## src/rtl/keypad_code_entry.sv

```systemverilog
// Keypad PIN collector for the parking gate. Collects BCD digits after a
// vehicle arrives, supports backspace, clear and an inactivity timeout, and
// presents the completed packed code word with a one-cycle acknowledge.
module keypad_code_entry #(
    parameter int DIGITS         = 4,
    parameter int TIMEOUT_CYCLES = 1000,
    parameter int CNT_W          = 3,
    localparam int CODE_W        = 4 * DIGITS
) (
    input  logic              clk,
    input  logic              rst,
    input  logic              vehicle_arrival,
    input  logic              vehicle_left,
    input  logic              key_valid,
    input  logic [3:0]        key_value,
    output logic [CODE_W-1:0] code,
    output logic              code_ack,
    output logic [CNT_W-1:0]  digit_count,
    output logic              entry_timeout,
    output logic              busy
);

    localparam logic [1:0] S_IDLE    = 2'd0;
    localparam logic [1:0] S_COLLECT = 2'd1;
    localparam logic [1:0] S_HOLD    = 2'd2;

    // The expiry test fires on the idle cycle that brings the idle run to
    // TIMEOUT_CYCLES-1, so it compares against the value one below that.
    localparam logic [15:0]      TMO_LAST = 16'(TIMEOUT_CYCLES - 2);
    localparam logic [CNT_W-1:0] LAST_IDX = CNT_W'(DIGITS - 1);

    logic [1:0]        state_q, state_d;
    logic [CODE_W-1:0] sreg_q, sreg_d;
    logic [CNT_W-1:0]  count_q, count_d;
    logic [15:0]       timer_q, timer_d;
    logic [CODE_W-1:0] code_q, code_d;
    logic              ack_q, ack_d;
    logic              tmo_q, tmo_d;

    logic              key_digit;
    logic              key_bksp;
    logic              key_clr;
    logic [CODE_W-1:0] sreg_shifted;

    // Key classification and the shift-in of the current key into the buffer
    always_comb begin
        key_digit    = key_valid && (key_value <= 4'd9);
        key_bksp     = key_valid && (key_value == 4'hB);
        key_clr      = key_valid && (key_value == 4'hC);
        sreg_shifted = (sreg_q << 4) | CODE_W'(key_value);
    end

    // Next-state logic: vehicle_left beats arrival, arrival beats keys,
    // and an applied key beats timer expiry
    always_comb begin
        state_d = state_q;
        sreg_d  = sreg_q;
        count_d = count_q;
        timer_d = timer_q;
        code_d  = code_q;
        ack_d   = 1'b0;
        tmo_d   = 1'b0;

        if (vehicle_left) begin
            state_d = S_IDLE;
            sreg_d  = '0;
            count_d = '0;
            timer_d = '0;
        end else if (vehicle_arrival) begin
            state_d = S_COLLECT;
            sreg_d  = '0;
            count_d = '0;
            timer_d = '0;
        end else begin
            case (state_q)
                S_COLLECT: begin
                    if (key_digit) begin
                        timer_d = '0;
                        if (count_q == LAST_IDX) begin
                            code_d  = sreg_shifted;
                            ack_d   = 1'b1;
                            sreg_d  = '0;
                            count_d = '0;
                            state_d = S_HOLD;
                        end else begin
                            sreg_d  = sreg_shifted;
                            count_d = count_q + CNT_W'(1);
                        end
                    end else if (key_bksp && (count_q != '0)) begin
                        sreg_d  = sreg_q >> 4;
                        count_d = count_q - CNT_W'(1);
                        timer_d = '0;
                    end else if (key_clr) begin
                        sreg_d  = '0;
                        count_d = '0;
                        timer_d = '0;
                    end else if (timer_q == TMO_LAST) begin
                        // Abandon the entry; the last completed code stays visible
                        tmo_d   = 1'b1;
                        state_d = S_IDLE;
                        sreg_d  = '0;
                        count_d = '0;
                        timer_d = '0;
                    end else begin
                        timer_d = timer_q + 16'd1;
                    end
                end
                S_HOLD: begin
                    // A fresh digit starts a retry with that digit already buffered
                    if (key_digit) begin
                        state_d = S_COLLECT;
                        sreg_d  = CODE_W'(key_value);
                        count_d = CNT_W'(1);
                        timer_d = '0;
                    end
                end
                default: begin
                end
            endcase
        end
    end

    // State and output registers with asynchronous active-low clear
    always_ff @(posedge clk or negedge rst) begin
        if (!rst) begin
            state_q <= S_IDLE;
            sreg_q  <= '0;
            count_q <= '0;
            timer_q <= '0;
            code_q  <= '0;
            ack_q   <= 1'b0;
            tmo_q   <= 1'b0;
        end else begin
            state_q <= state_d;
            sreg_q  <= sreg_d;
            count_q <= count_d;
            timer_q <= timer_d;
            code_q  <= code_d;
            ack_q   <= ack_d;
            tmo_q   <= tmo_d;
        end
    end

    assign code          = code_q;
    assign code_ack      = ack_q;
    assign digit_count   = count_q;
    assign entry_timeout = tmo_q;
    assign busy          = (state_q == S_COLLECT);

endmodule

```

## config.mk

```make
export PLATFORM = sky130hd
export DESIGN_NAME = keypad_code_entry
export DESIGN_NICKNAME = d
export VERILOG_FILES = /design/src/rtl/keypad_code_entry.sv
export SDC_FILE = /design/constraint.sdc
export NUM_CORES = 1
export LEC_CHECK = 0
export ABC_AREA = 1
export CORE_AREA = 2 2 98 100
export DETAILED_ROUTE_END_ITERATION = 7
export DIE_AREA = 0 0 100 102
export GPL_ROUTABILITY_DRIVEN = 0
export PLACE_DENSITY = 0.57
export SYNTH_ARGS = -nofsm -noshare
export SYNTH_HDL_FRONTEND = slang
export SYNTH_SLANG_ARGS = --single-unit
```

## constraint.sdc

```tcl
create_clock -name clk -period 2 [get_ports clk]
set_clock_uncertainty 0.1 [all_clocks]
set_input_delay 0.4 -clock clk [delete_from_list [all_inputs] [get_ports clk]]
set_output_delay 0.4 -clock clk [all_outputs]
set_load 0.01 [all_outputs]
```

Word level (Yosys, flattened, before mapping)

Cells that the tools add are included.

$add $sub $neg: 3
Magnitude comparators: 1
Equal/unequal tests: 12
Mux-type cells: 47
Bitwise logic cells: 3
Reduce and logical (&&, ||, !) cells: 10

Operators with widths:

| cell                    | count |
|---|---|
| $mux W16                | 15 |
| $pmux W16 S2            | 2 |
| $mux W3                 | 8 |
| $add A16 B1 Y16 const B | 1 |
| $eq A16 B10 Y1 const B  | 1 |
| $mux W2                 | 8 |
| $or A16 B4 Y16          | 1 |
| $mux W1                 | 12 |
| $ne A5 B5 Y1 const B    | 2 |
| $eq A4 B4 Y1 const B    | 2 |
| $ne A7 B3 Y1 const B    | 1 |
| $pmux W3 S2             | 1 |
| $reduce_and A6 Y1       | 1 |
| $ne A5 B3 Y1 const B    | 1 |
| $ne A5 B4 Y1 const B    | 1 |
| $reduce_and A5 Y1       | 1 |
| $le A4 B4 Y1 const B    | 1 |
| $logic_and A1 B1 Y1     | 4 |
| $ne A4 B4 Y1 const B    | 1 |
| $pmux W2 S2             | 1 |
| $reduce_bool A4 Y1      | 1 |
| $add A3 B1 Y3 const B   | 1 |
| $eq A3 B2 Y1 const B    | 1 |
| $reduce_and A3 Y1       | 1 |
| other kinds (6)         | 7 |

Flip-flop bits (word level): 55
Input bits: 9

Logic depth before layout (Yosys ltp)

Gate-level depths: netlist (run 1).

Depth after elaboration: 8
Depth in mapped cells: 12

Least setup slack after synthesis (run 1)

OpenSTA, ideal clock, no wires.

Path kind: flip-flop to flip-flop
Start: register count_q[0] (netlist: digit_count[0])
End: register count_q[0] (netlist: digit_count[0])
Setup time: 0.121 ns
Arrival: 1.488 ns
Path slack: 0.291 ns
Cell stages (with the launch flop): 12
Path buffers: 1
Clock period less this slack: 1.709 ns
Path through: dfrtp_1 inv_1 ha_1 nand2_1 nand2_1 nor2_4 nor2_4 nand3_2 nand2_2 buf_4 nand2_1 o21ai_1

Word-level cells in the longest chain between the ends: 7
Elaborated cells on any way between the ends: 13
Classes of those cells: add/sub: 2; eq/ne: 2; mux: 6; reduce/logical: 3

RTL lines:

| element                                                               | line | RTL |
|---|---|---|
| start, declared                                                       | 34   | `logic [CNT_W-1:0] count_q, count_d;` |
| start signal, assigned                                                | 136  | `count_q <= count_d;` |
| parallel branches: the longest is 7 deep, another holds $sub A3 B1 Y3 | n/a  |  |

Parallel ways; which one is timed is not known.
A chain may end at the register's enable or synchronous reset.

Worst setup path in the final report (run 1)

Start: input key_value[3]
End: register sreg_q[4]

Word-level cells in the longest chain between the ends: 8
Elaborated cells on any way between the ends: 16
Classes of those cells: order compare: 1; eq/ne: 4; mux: 6; reduce/logical: 5

RTL lines:

| element                                                | line   | RTL |
|---|---|---|
| start, declared                                        | 15     | `input logic [3:0] key_value,` |
| $eq A4 B4 Y1, on equally long branches                 | 49, 48 |  |
| $logic_and A1 B1 Y1, on equally long branches          | 49, 48 |  |
| $mux W16 / $logic_and A1 B1 Y1 (equally long branches) | 93, 89 |  |
| $mux W16                                               | 89     | `end else if (key_bksp && (count_q != '0)) begin` |
| $mux W16                                               | 77     | `if (key_digit) begin` |
| $pmux W16 S2                                           | 75     | `case (state_q)` |
| $mux W16                                               | 69     | `end else if (vehicle_arrival) begin` |
| $mux W16                                               | 64     | `if (vehicle_left) begin` |
| end signal, assigned                                   | 135    | `sreg_q <= sreg_d;` |
| end, declared                                          | 33     | `logic [CODE_W-1:0] sreg_q, sreg_d;` |

Parallel ways exist; a longest one is shown, timed or not.

==> impl_metrics.tcl, run 1 <==
set metrics [dict create \
    ys_seq_area_share_pct 44.1 \
    synth.cell_area_um2 3120 \
    synthCells 420 \
    clk_pin_slew_ns 0.10 \
    die_y_um 102 \
    hold_viol 0 \
    yosysWarnings 0 \
    maxSlewViolCount 0 \
    r2r-end "timer_q[4]" \
    fillers 961 \
    cts_made_buffers 5 \
    worst_pin_slew_ns 0.304 \
    clock-sinks 55 \
    vias 2721 \
    port_buffers 30 \
    most-common-layout-cells "nand2_1 (161), dfrtp_1 (55), inv_1 (48), nor2_1 (34), clkdlybuf4s50_1 (28)" \
    drc 0 \
    clock_latency_ns 0.31 \
    cp.required_ns 2.11 \
    crit_type "primary input to register" \
    layout_commonest_cell "nand2_1" \
    setup.worst_path.end_class "register" \
    worstReg2RegStart "digit_count[0]" \
    dp_hpwl_um 5280 \
    drt_first_iter_violations 111 \
    timing.hold.ws_ns 0.382 \
    power_leakage_uw 0.00185 \
    overflow 0 \
    synth_edf_count 0 \
    slew_headroom_pct 79.7 \
    routed_wl_um 7030 \
    yosysUniqueCellTypes 28 \
    wl_per_cell_um 12.0 \
    std_cell_rows 35 \
    antenna_found_initial 0 \
    top_level_ports 31 \
    min_from "code[13]" \
    post-route-util_pct 42.1 \
    die_area_um2 10200 \
    drive_above_1_share_pct 14.5 \
    diodes 0 \
    hold_end "code[13]" \
    max_freq_mhz 542 \
    cts_tree "yes" \
    cts_max_path_buffers 2 \
    core_um2 9110 \
    dr.pass1.iters 4 \
    grt_pass1_vias 2660 \
    hp-class "register to register" \
    syn2layout_area_growth_pct 22.9 \
    status "complete, no violations" \
    setup_viol 0 \
    p_per_area_nw_per_um2 581 \
    ys_ff_latch 55 \
    synth.net_count 436 \
    design_power_total_uw 2230 \
    finalCriticalPeriod_ns 1.85 \
    routed.top_layer "met4" \
    htreeDepth 2 \
    fin_cells 586 \
    met1_length_um 3310 \
    cts_root_buffer "clkbuf_8" \
    rr_worst_depth 11 \
    viasPerCell 4.64 \
    fin_tns_setup_ns 0 \
    min_path_cells 2 \
    cp.arrival_ns 1.95 \
    grt.total_usage_pct 14.9 \
    maxCapViolCount 0 \
    wl_met3_um 265 \
    initial_core_util_pct 34.2 \
    dr_wl_met2_um 3390 \
    place_inst 578 \
    min_period_over_period_pct 92.3 \
    die_x_um 100 \
    grt_max_degree 56 \
    syn_avg_cell_area_um2 7.43 \
    rsz0062_at_grt "no" \
    synthFlopType "dfrtp_1" \
    start_kind "primary input" \
    critPathMaxFanout 30 \
    postRouteAntennaNets 0 \
    async_flop_share_pct 100 \
    fin_nets 491 \
    cts_setup_buffers 0 \
    ir_drop_mv 0.461 \
    regToRegSetupSlack_ns 0.23 \
    grt_pass1_wl_um 12300 \
]
==> per-layer routing <==
| layer | vias to the layer above | GRT usage [%] |
|---|---|---|
| met5 | - | 0 |
| met4 | 0 | 3.37 |
| met3 | 5 | 2.33 |
| met2 | 55 | 25.8 |
| met1 | 1248 | 19.9 |
| li1 | 1413 | - |
==> sequential cells by signal, summed over array words and instances (netlist names) <==
register and flops:
sreg_q 16, digit_count 3, timer_q 16, code_ack 1
state_q 2, entry_timeout 1, code 16
==> layout make-up <==
| class | instances | area, µm² | area share (%) |
|---|---|---|---|
| Inverter | 54 | 208 | 5.42 |
| Sequential cell | 55 | 1380 | 35.9 |
| Clock inverter | 2 | 37.5 | 0.979 |
| Multi-Input combinational cell | 303 | 1490 | 38.8 |
| Timing Repair Buffer | 56 | 517 | 13.5 |
| Tap cell | 111 | 139 | 3.62 |
| Clock buffer | 5 | 68.8 | 1.79 |
==> worst max-delay path, stage by stage <==
cell             delay, ns
clkdlybuf4s50_1       0.59
nand2_1               0.12
nand2_1               0.11
nor2_4                0.07
nor2_2                0.12
nand3_2               0.10
nand2_2               0.09
buf_12                0.18
inv_4                 0.06
nand2_1               0.06
nand2_1               0.05
==> Yosys cell counts, types with 4 or more instances <==
| library cell | count | area [µm²] |
|---|---|---|
| nand2_1 | 162 | 608 |
| dfrtp_1 | 55 | 1380 |
| inv_1 | 48 | 180 |
| nor2_1 | 36 | 135 |
| nand3_1 | 22 | 110 |
| o21ai_0 | 13 | 65.1 |
| o21ai_1 | 11 | 55.1 |
| o21ai_2 | 11 | 96.3 |
| a21oi_1 | 10 | 50.1 |
| ha_1 | 7 | 87.6 |
| nand4_1 | 7 | 43.8 |
| nor3_1 | 5 | 25.0 |
| inv_2 | 4 | 15.0 |
==> through the flow <==
step | setup slack (ns) | cell area (µm²)
2_1_floorplan | 0.291 | 3120
3_3_place_gp | -0.183 | 3700
3_5_place_dp | -0.225 | 3700
4_1_cts | 0.0875 | 3820
5_1_grt | 0.00515 | 3830
6_report | 0.153 | 3830
==> worst max path at each step <==
stage	from	end	slack (ns)	cells past startpoint
floorplan	digit_count[0]	digit_count[0]	0.29	11
global placement	key_value[3]	sreg_q[4]	-0.18	10
detailed placement	key_value[3]	sreg_q[6]	-0.22	10
CTS	key_value[3]	sreg_q[4]	0.09	10
global route	key_value[3]	timer_q[13]	0.005	9
finish	key_value[3]	sreg_q[4]	0.15	11
==> where the power goes <==
group	internal, µW	switching (µW)	total (µW)
clock network	367	374	741
logic	138	197	335
registers	1130	20.8	1150
==> kinds of logic (layout without fill, tap and decap cells) <==
| group | Yosys count | count (layout) | synth area share (%) |
|---|---|---|---|
| and+or+nand+nor | 247 | 247 | 34.7 |
| buffers and inverters | 62 | 117 | 8.78 |
| xor gates and xnor gates | 3 | 3 | 0.843 |
| AOI/OAI and AO/OA | 46 | 46 | 8.78 |
| DFF | 55 | 55 | 44.1 |
| adders and majority gates | 7 | 7 | 2.81 |
==> timing repair <==
| item | 4_1_cts | 5_1_grt |
|---|---|---|
| hold endpoints to repair | 55 | 0 |
| endpoints found under the setup margin | 1 | 5 |
| hold buffers | 1 | 0 |
| resized for setup | 2 | 5 |
Note: power is estimated with default switching activity, not from simulation.
==> run 2: changes to the inputs <==
GPL_TIMING_DRIVEN = 0   (was not set)
==> run 2 against run 1 <==
Compared with the run above: sequential share of layout area grew 0.85 points; combinational power down 4%; register-to-register slack lost 0.09 ns; via count grew 1.6%; cell area decreased by 2.3%; wire length is 5.2% higher.
==> impl_metrics.tcl, run 2 (synthesis gave the netlist of run 1 again) <==
set metrics [dict create \
    crit_type "primary input to register" \
    grt.total_usage_pct 15.2 \
    top_level_ports 31 \
    wl_per_cell_um 12.9 \
    r2r-end "sreg_q[8]" \
    crit_family "simple AND/OR/NAND/NOR gates" \
    clock_latency_ns 0.33 \
    grt_pass1_wl_um 12600 \
    holdBufCountCts 0 \
    worstReg2RegStart "digit_count[0]" \
    crit_top_cell "nand2_1" \
    routed_wl_um 7400 \
    cp.arrival_ns 2.01 \
    dr.pass1.iters 4 \
    layout_commonest_cell "nand2_1" \
    cts_root_buffer "clkbuf_8" \
    ir_drop_mv 0.264 \
    path_cells "clkdlybuf4s50_1 -> nand2_1 -> nand2_1 -> nor2_4 -> nand3_4 -> nor2_8 -> inv_4 -> buf_6 -> nand2_1 -> o21ai_2" \
    drive_above_1_share_pct 12.7 \
    critPathSlowestCell "clkdlybuf4s50_1" \
    rr_worst_depth 12 \
    finalCriticalPeriod_ns 1.89 \
    slew_headroom_pct 53.1 \
    hp-class "primary input to async pin" \
    vias 2764 \
    port_buffers 30 \
    cp.required_ns 2.12 \
    critPathMaxFanout 10 \
    status "complete, no violations" \
    diodes 0 \
    most-common-layout-cells "nand2_1 (160), dfrtp_1 (55), inv_1 (48), nor2_1 (34), clkdlybuf4s50_1 (27)" \
    drt_first_iter_violations 107 \
    cts_tree "yes" \
    antenna_found_initial 0 \
    regToRegSetupSlack_ns 0.14 \
    clk_pin_slew_ns 0.12 \
    syn2layout_area_growth_pct 20.1 \
    cts_made_buffers 5 \
    grt_pass1_vias 2681 \
    htreeDepth 2 \
    grt_max_degree 31 \
    max_freq_mhz 530 \
    fin_nets 479 \
    setup.worst_path.end_class "register" \
    setup_viol 0 \
    viasPerCell 4.81 \
    cts_max_path_buffers 2 \
    dp_hpwl_um 5610 \
    die_area_um2 10200 \
    overflow 0 \
    hold_viol 0 \
    timing.hold.ws_ns 0.00727 \
    initial_core_util_pct 34.2 \
    critPathBufInv 3 \
    fillers 987 \
    maxCapViolCount 0 \
    die_x_um 100 \
    power_leakage_uw 0.00180 \
    clock-sinks 55 \
    min_period_over_period_pct 94.4 \
    max_stage_delay_ns 0.50 \
    p_per_area_nw_per_um2 575 \
    drc 0 \
    postRouteAntennaNets 0 \
    start_kind "primary input" \
    worst_pin_slew_ns 0.704 \
    die_y_um 102 \
    core_um2 9110 \
    post-route-util_pct 41.1 \
    std_cell_rows 35 \
    maxSlewViolCount 0 \
]
run 2: power breakdown:
| group | leakage [µW] | total, µW | switching [µW] | internal, µW |
|---|---|---|---|---|
| sequential | 0.000765 | 1150 | 19.7 | 1130 |
| clock | 0.0000463 | 680 | 421 | 259 |
| combinational | 0.000991 | 321 | 202 | 119 |
| total | 0.00180 | 2150 | 643 | 1510 |
run 2: worst reg2reg max path, delay by kind of cell (launching register included):
kind	cells	cell delay (ns)
flops	1	0.41
buf+inv	3	0.34
fa+ha+maj	1	0.20
simple gates	8	0.76
run 2: layout make-up:
cell class / instances / area, µm² / share of cell area (%)
clock inverter: 3 / 27.5 / 0.735
multi-input combinational: 303 / 1510 / 40.2
sequential: 55 / 1380 / 36.7
tap: 111 / 139 / 3.71
inverter: 54 / 208 / 5.54
buffer: 8 / 66.3 / 1.77
clock buffer: 5 / 68.8 / 1.84
timing repair buffer: 36 / 354 / 9.45
run 2: per-layer routing:
metal,GRT usage (%),vias up,routed length (µm)
met1,19.9,1297,3530
met2,26.7,63,3480
li1,-,1397,-
met3,2.46,7,322
met5,0,-,0
met4,3.58,0,61
run 2: metrics by stage:
step | area (µm²) | setup TNS [ns] | setup WS, ns | std cells | total power, µW
CTS | 3670 | 0 | 0.0367 | 570 | 2170
detailed placement | 3570 | -10.98 | -0.287 | 562 | 1490
global placement | 3560 | -86.09 | -1.38 | 561 | 1480
finish | 3750 | 0 | 0.113 | 575 | 2150
floorplan | 3120 | 0 | 0.291 | 420 | 1360
global route | 3750 | -0.0281 | -0.0139 | 575 | 2260
run 2: worst max path at each step:
stage	start	to	slack, ns	cells past startpoint
2_1_floorplan	digit_count[0]	digit_count[0]	0.29	11
3_3_place_gp	rst	timer_q[10]	-1.38	1
3_5_place_dp	key_value[3]	code[7]	-0.29	10
4_1_cts	digit_count[0]	sreg_q[8]	0.04	10
5_1_grt	digit_count[0]	timer_q[13]	-0.01	10
6_report	key_value[1]	code[2]	0.11	10
run 2: repair_timing:
action	CTS	global route
cloned	0	0
pin swaps	0	4
endpoints found under the setup margin	1	34
resized for setup	1	13
buffers inserted	0	5
==> variant 1: new RTL, settings of run 2 <==
One comparison of `timer_q` changes from == to >=.
--- a/src/rtl/keypad_code_entry.sv
+++ b/src/rtl/keypad_code_entry.sv
@@ -94,7 +94,7 @@
                         sreg_d  = '0;
                         count_d = '0;
                         timer_d = '0;
-                    end else if (timer_q == TMO_LAST) begin
+                    end else if (timer_q >= TMO_LAST) begin
                         // Abandon the entry; the last completed code stays visible
                         tmo_d   = 1'b1;
                         state_d = S_IDLE;
Function: no difference found for any inputs over 4 cycles, from zero or initial values and one cycle with rst low; that may be too few to reach the edited logic, so the function may still have changed.
==> variant 1 against run 2 <==
  * The flow now finishes with violations (negative hold slack)
  * Sequential cell count is the same
  * Critical path depth shrank 9
  * Power shrank 1.3%
  * Setup slack gained 3.1 ps
  * Final area shrank 5.0%
  * Via count shrank 12%
  * Global-route usage shrank 0.82 points
  * Routed wire length shrank 8.4%
  * Final cell count shrank 11%
  * Synthesized area shrank 5.7%
  * Largest power group unchanged
  * Highest routed layer unchanged
==> variant 1: results <==
[synth]
synth.distinct_cells = 32
syn_nets = 376
yosysSeqAreaShare_pct = 46.8
synth.area.top_cells = dfrtp_1 47%, nand2_1 12%, inv_1 5.6%, nand3_1 4.8%, nand3_2 4.1%

[place]
dpl_cell_area_sq_um = 3400
hpwl_um = 5010

[critical_path]
cpPeakStageDelay_ps = 590
worstPathArrival_ps = 1380
crit_path_max_fanout = 6
rr_endpoint = timer_q[2]
reg2regPathDepth = 8
cp_top_family = buffers and inverters

[global_route]
first_global_vias = 2351
grt_pass1_wl_um = 11700
grt_max_degree = 29

[timing]
worst_pin_slew_ps = 646
finalCritPeriodShare_pct = 94.2
hold_ws_ps = -4.89
hold_viol_final = 6

[outcome]
status = finished, violations left
violations = negative hold slack

[power_and_ir_drop]
vdd_drop_max_uv = 322
leakage_uw = 0.00164

[detailed_routing]
first_pass_iters = 5
avgRoutedWirePerCell_um = 13.2
detail_route.iter0.violations = 138
via_per_inst = 4.75

[cells_and_area]
nets = 417
fillers = 940

[cts]
clock_tree.root_cell = clkbuf_8
[variant 1: layout make-up]
type	count	area (sq um)	share of cell area, %
Tap cell	111	139	3.90
Sequential cell	55	1380	38.7
Timing Repair Buffer	34	352	9.88
Inverter	51	196	5.52
Clock inverter	3	22.5	0.633
Clock buffer	5	68.8	1.93
Buffer	11	108	3.02
Multi-Input combinational cell	243	1300	36.4
[variant 1: power by group]
group | total, uW | internal, uW | switching [uW]
clock | 645 | 252 | 393
combinational | 331 | 127 | 205
sequential | 1150 | 1130 | 17.7
[variant 1: layer usage]
metal / vias up / routed length [um] / GRT usage, %
li1: 1220 / - / -
met1: 1165 / 3400 / 20.1
met2: 45 / 3040 / 23.3
met3: 7 / 261 / 2.60
met4: 0 / 76 / 3.58
met5: - / 0 / 0
[variant 1: worst max path at each step]
stage / cells after the start / startpoint / endpoint
2_1_floorplan: 11 / digit_count[0] / digit_count[2]
3_3_place_gp: 1 / rst / code[12]
3_5_place_dp: 7 / key_value[2] / timer_q[9]
4_1_cts: 8 / digit_count[0] / timer_q[2]
5_1_grt: 11 / digit_count[0] / sreg_q[15]
6_report: 1 / digit_count[2] / digit_count[2]
[variant 1: cell families after synthesis]
logic type	after synthesis	synth area share [%]
adders and majority gates	7	2.98
xor gates and xnor gates	4	1.19
buffers and inverters	62	10.2
DFF	55	46.8
and+or+nand+nor	188	30.7
AOI/OAI and AO/OA	44	8.25
[variant 1: through the flow]
| stage | TNS, ps | utilization [%] | total power (uW) | std cells |
|---|---|---|---|---|
| after floorplan | 0 | - | 1360 | 360 |
| after global routing | -14.8 | 39.1 | 2240 | 513 |
| after CTS | 0 | 38.3 | 2140 | 510 |
| final | 0 | 39.1 | 2130 | 513 |
| after global placement | -88630 | 37.1 | 1490 | 501 |
| after detailed placement | -11250 | 37.3 | 1500 | 502 |
[variant 1: timing repair]
item / in CTS / in global routing
hold buffers: 0 / 0
pin swaps: 0 / 4
setup buffers: 0 / 3
endpoints found under the hold margin: 0 / 0
endpoints found under the setup margin: 1 / 44
resized for setup: 1 / 12
==> variant 2: new RTL, config.mk and constraints of run 2 <==
Made on the original files. `DIGITS`: 4 -> 3.
--- a/src/rtl/keypad_code_entry.sv
+++ b/src/rtl/keypad_code_entry.sv
@@ -2,7 +2,7 @@
 // vehicle arrives, supports backspace, clear and an inactivity timeout, and
 // presents the completed packed code word with a one-cycle acknowledge.
 module keypad_code_entry #(
-    parameter int DIGITS         = 4,
+    parameter int DIGITS         = 3,
     parameter int TIMEOUT_CYCLES = 1000,
     parameter int CNT_W          = 3,
     localparam int CODE_W        = 4 * DIGITS
Ports: changed (resized code); port bits go from 31 to 27. No check against the original RTL was run, so the function may have changed too.
==> variant 2 against run 2 <==
  * Final area decreased by 11%
  * Synthesized cell count decreased by 8.8%
  * Via count decreased by 13%
  * Sequential power decreased by 14%
  * Setup slack improved by 35 ps
  * Sequential cell count decreased by 8
  * Critical endpoint is now sreg_q[9]
  * Count of clock-buffer cells in the layout unchanged
  * Power decreased by 6.7%
  * Largest cell class unchanged
  * Synthesized area decreased by 11%
  * Critical path depth increased by 1
  * Register-to-register slack improved by 40 ps
  * First-iteration DRC count decreased by 46%
  * Routed wire length decreased by 15%
==> variant 2: results <==
[synth]
synth_common_cells = 142 x nand2_1, 47 x dfrtp_1, 44 x nor2_1
synth.area.top_cells = dfrtp_1 42%, nand2_1 19%, nor2_1 5.9%, inv_1 5.8%, ha_1 4.0%
syn_nets = 401
netlist_instances = 383
yosysSeqAreaShare_pct = 42.2
synth.distinct_cells = 31

[critical_path]
startpoint = key_value[2]
ff2ff_setup_slack_ps = 180
cp-end-kind = flip-flop
reg2regPathDepth = 12
rr_endpoint = sreg_q[9]
worstPathArrival_ps = 1960

[place]
dpl_cell_area_sq_um = 3200
port_buffers = 26
preCtsSetupSlack_ps = -272
hpwl_um = 4710
dp.cells = 521

[outcome]
status = finished, final reports clean

[global_route]
use_met1_pct = 16.9
use_met3_pct = 2.39
grt_pass1_wl_um = 10800
grt_max_degree = 31
grtUsageTotal_pct = 13.2
groute.layer.met2.usage_pct = 23.0

[power_and_ir_drop]
powerComb_uw = 291
vdd_drop_max_uv = 272
p_comb_share_pct = 14.5
p_switching_uw = 557
leakage_uw = 0.00163
p_clk_uw = 733

[cells_and_area]
seq_share_pct = 35.1
drive_gt1_share_pct = 12.1
final-clk-cell-share_pct = 3.43
nNonClkBuffers = 35
nets = 437
syn_to_final_growth_pct = 20.4
inverters = 52
fillers = 984
diodes = 0
area_share_nonclk_buffers_pct = 10.2
seq_cells = 47
multi_input_area_sq_um = 1380
comb.multi_input.count = 278

[worst_hold_path]
hp-class = in2reg

[cts]
clkTransAtPathRegs_ps = 100
ctsHoldBuffers = 1
clk-insertion-delay-late_ps = 310

[detailed_routing]
detail_route.iter0.violations = 58
avgRoutedWirePerCell_um = 11.9
wirelength_um = 6300
vias = 2393

[timing]
clock.fmax_mhz = 540
worst_pin_slew_ps = 460
==> variant 2: worst min-delay path by stage <==
stage	endpoint	depth (start not counted)	slack, ps
2_1_floorplan	code[0]	0	4
3_3_place_gp	code[5]	2	370
3_5_place_dp	code[0]	1	280
4_1_cts	code[7]	2	400
5_1_grt	code[3]	3	360
6_report	code[3]	3	340
==> variant 2: cells by family (layout without fill, tap and decap cells) <==
kind of cell	count (synthesis)	count (layout)	share of synthesized area, %
buf+inv	58	95	8.80
fa+ha+maj	9	9	4.04
flops	47	47	42.2
compound gates	36	36	8.00
xor+xnor	3	3	0.944
simple gates	230	230	36.0
==> variant 2: critical path: stages <==
cell	delay, ps
clkdlybuf4s50_1	550
nand2_2	90
nand3_2	150
nand3_2	100
nand2_4	160
inv_4	70
nand2_8	110
inv_4	60
buf_8	140
nand2_2	60
o21ai_2	50
==> variant 2: layer usage <==
metal	vias to the layer above	routed length [um]
met4	0	77
met3	7	219
li1	1253	-
met1	1096	3020
met5	-	0
met2	37	2980
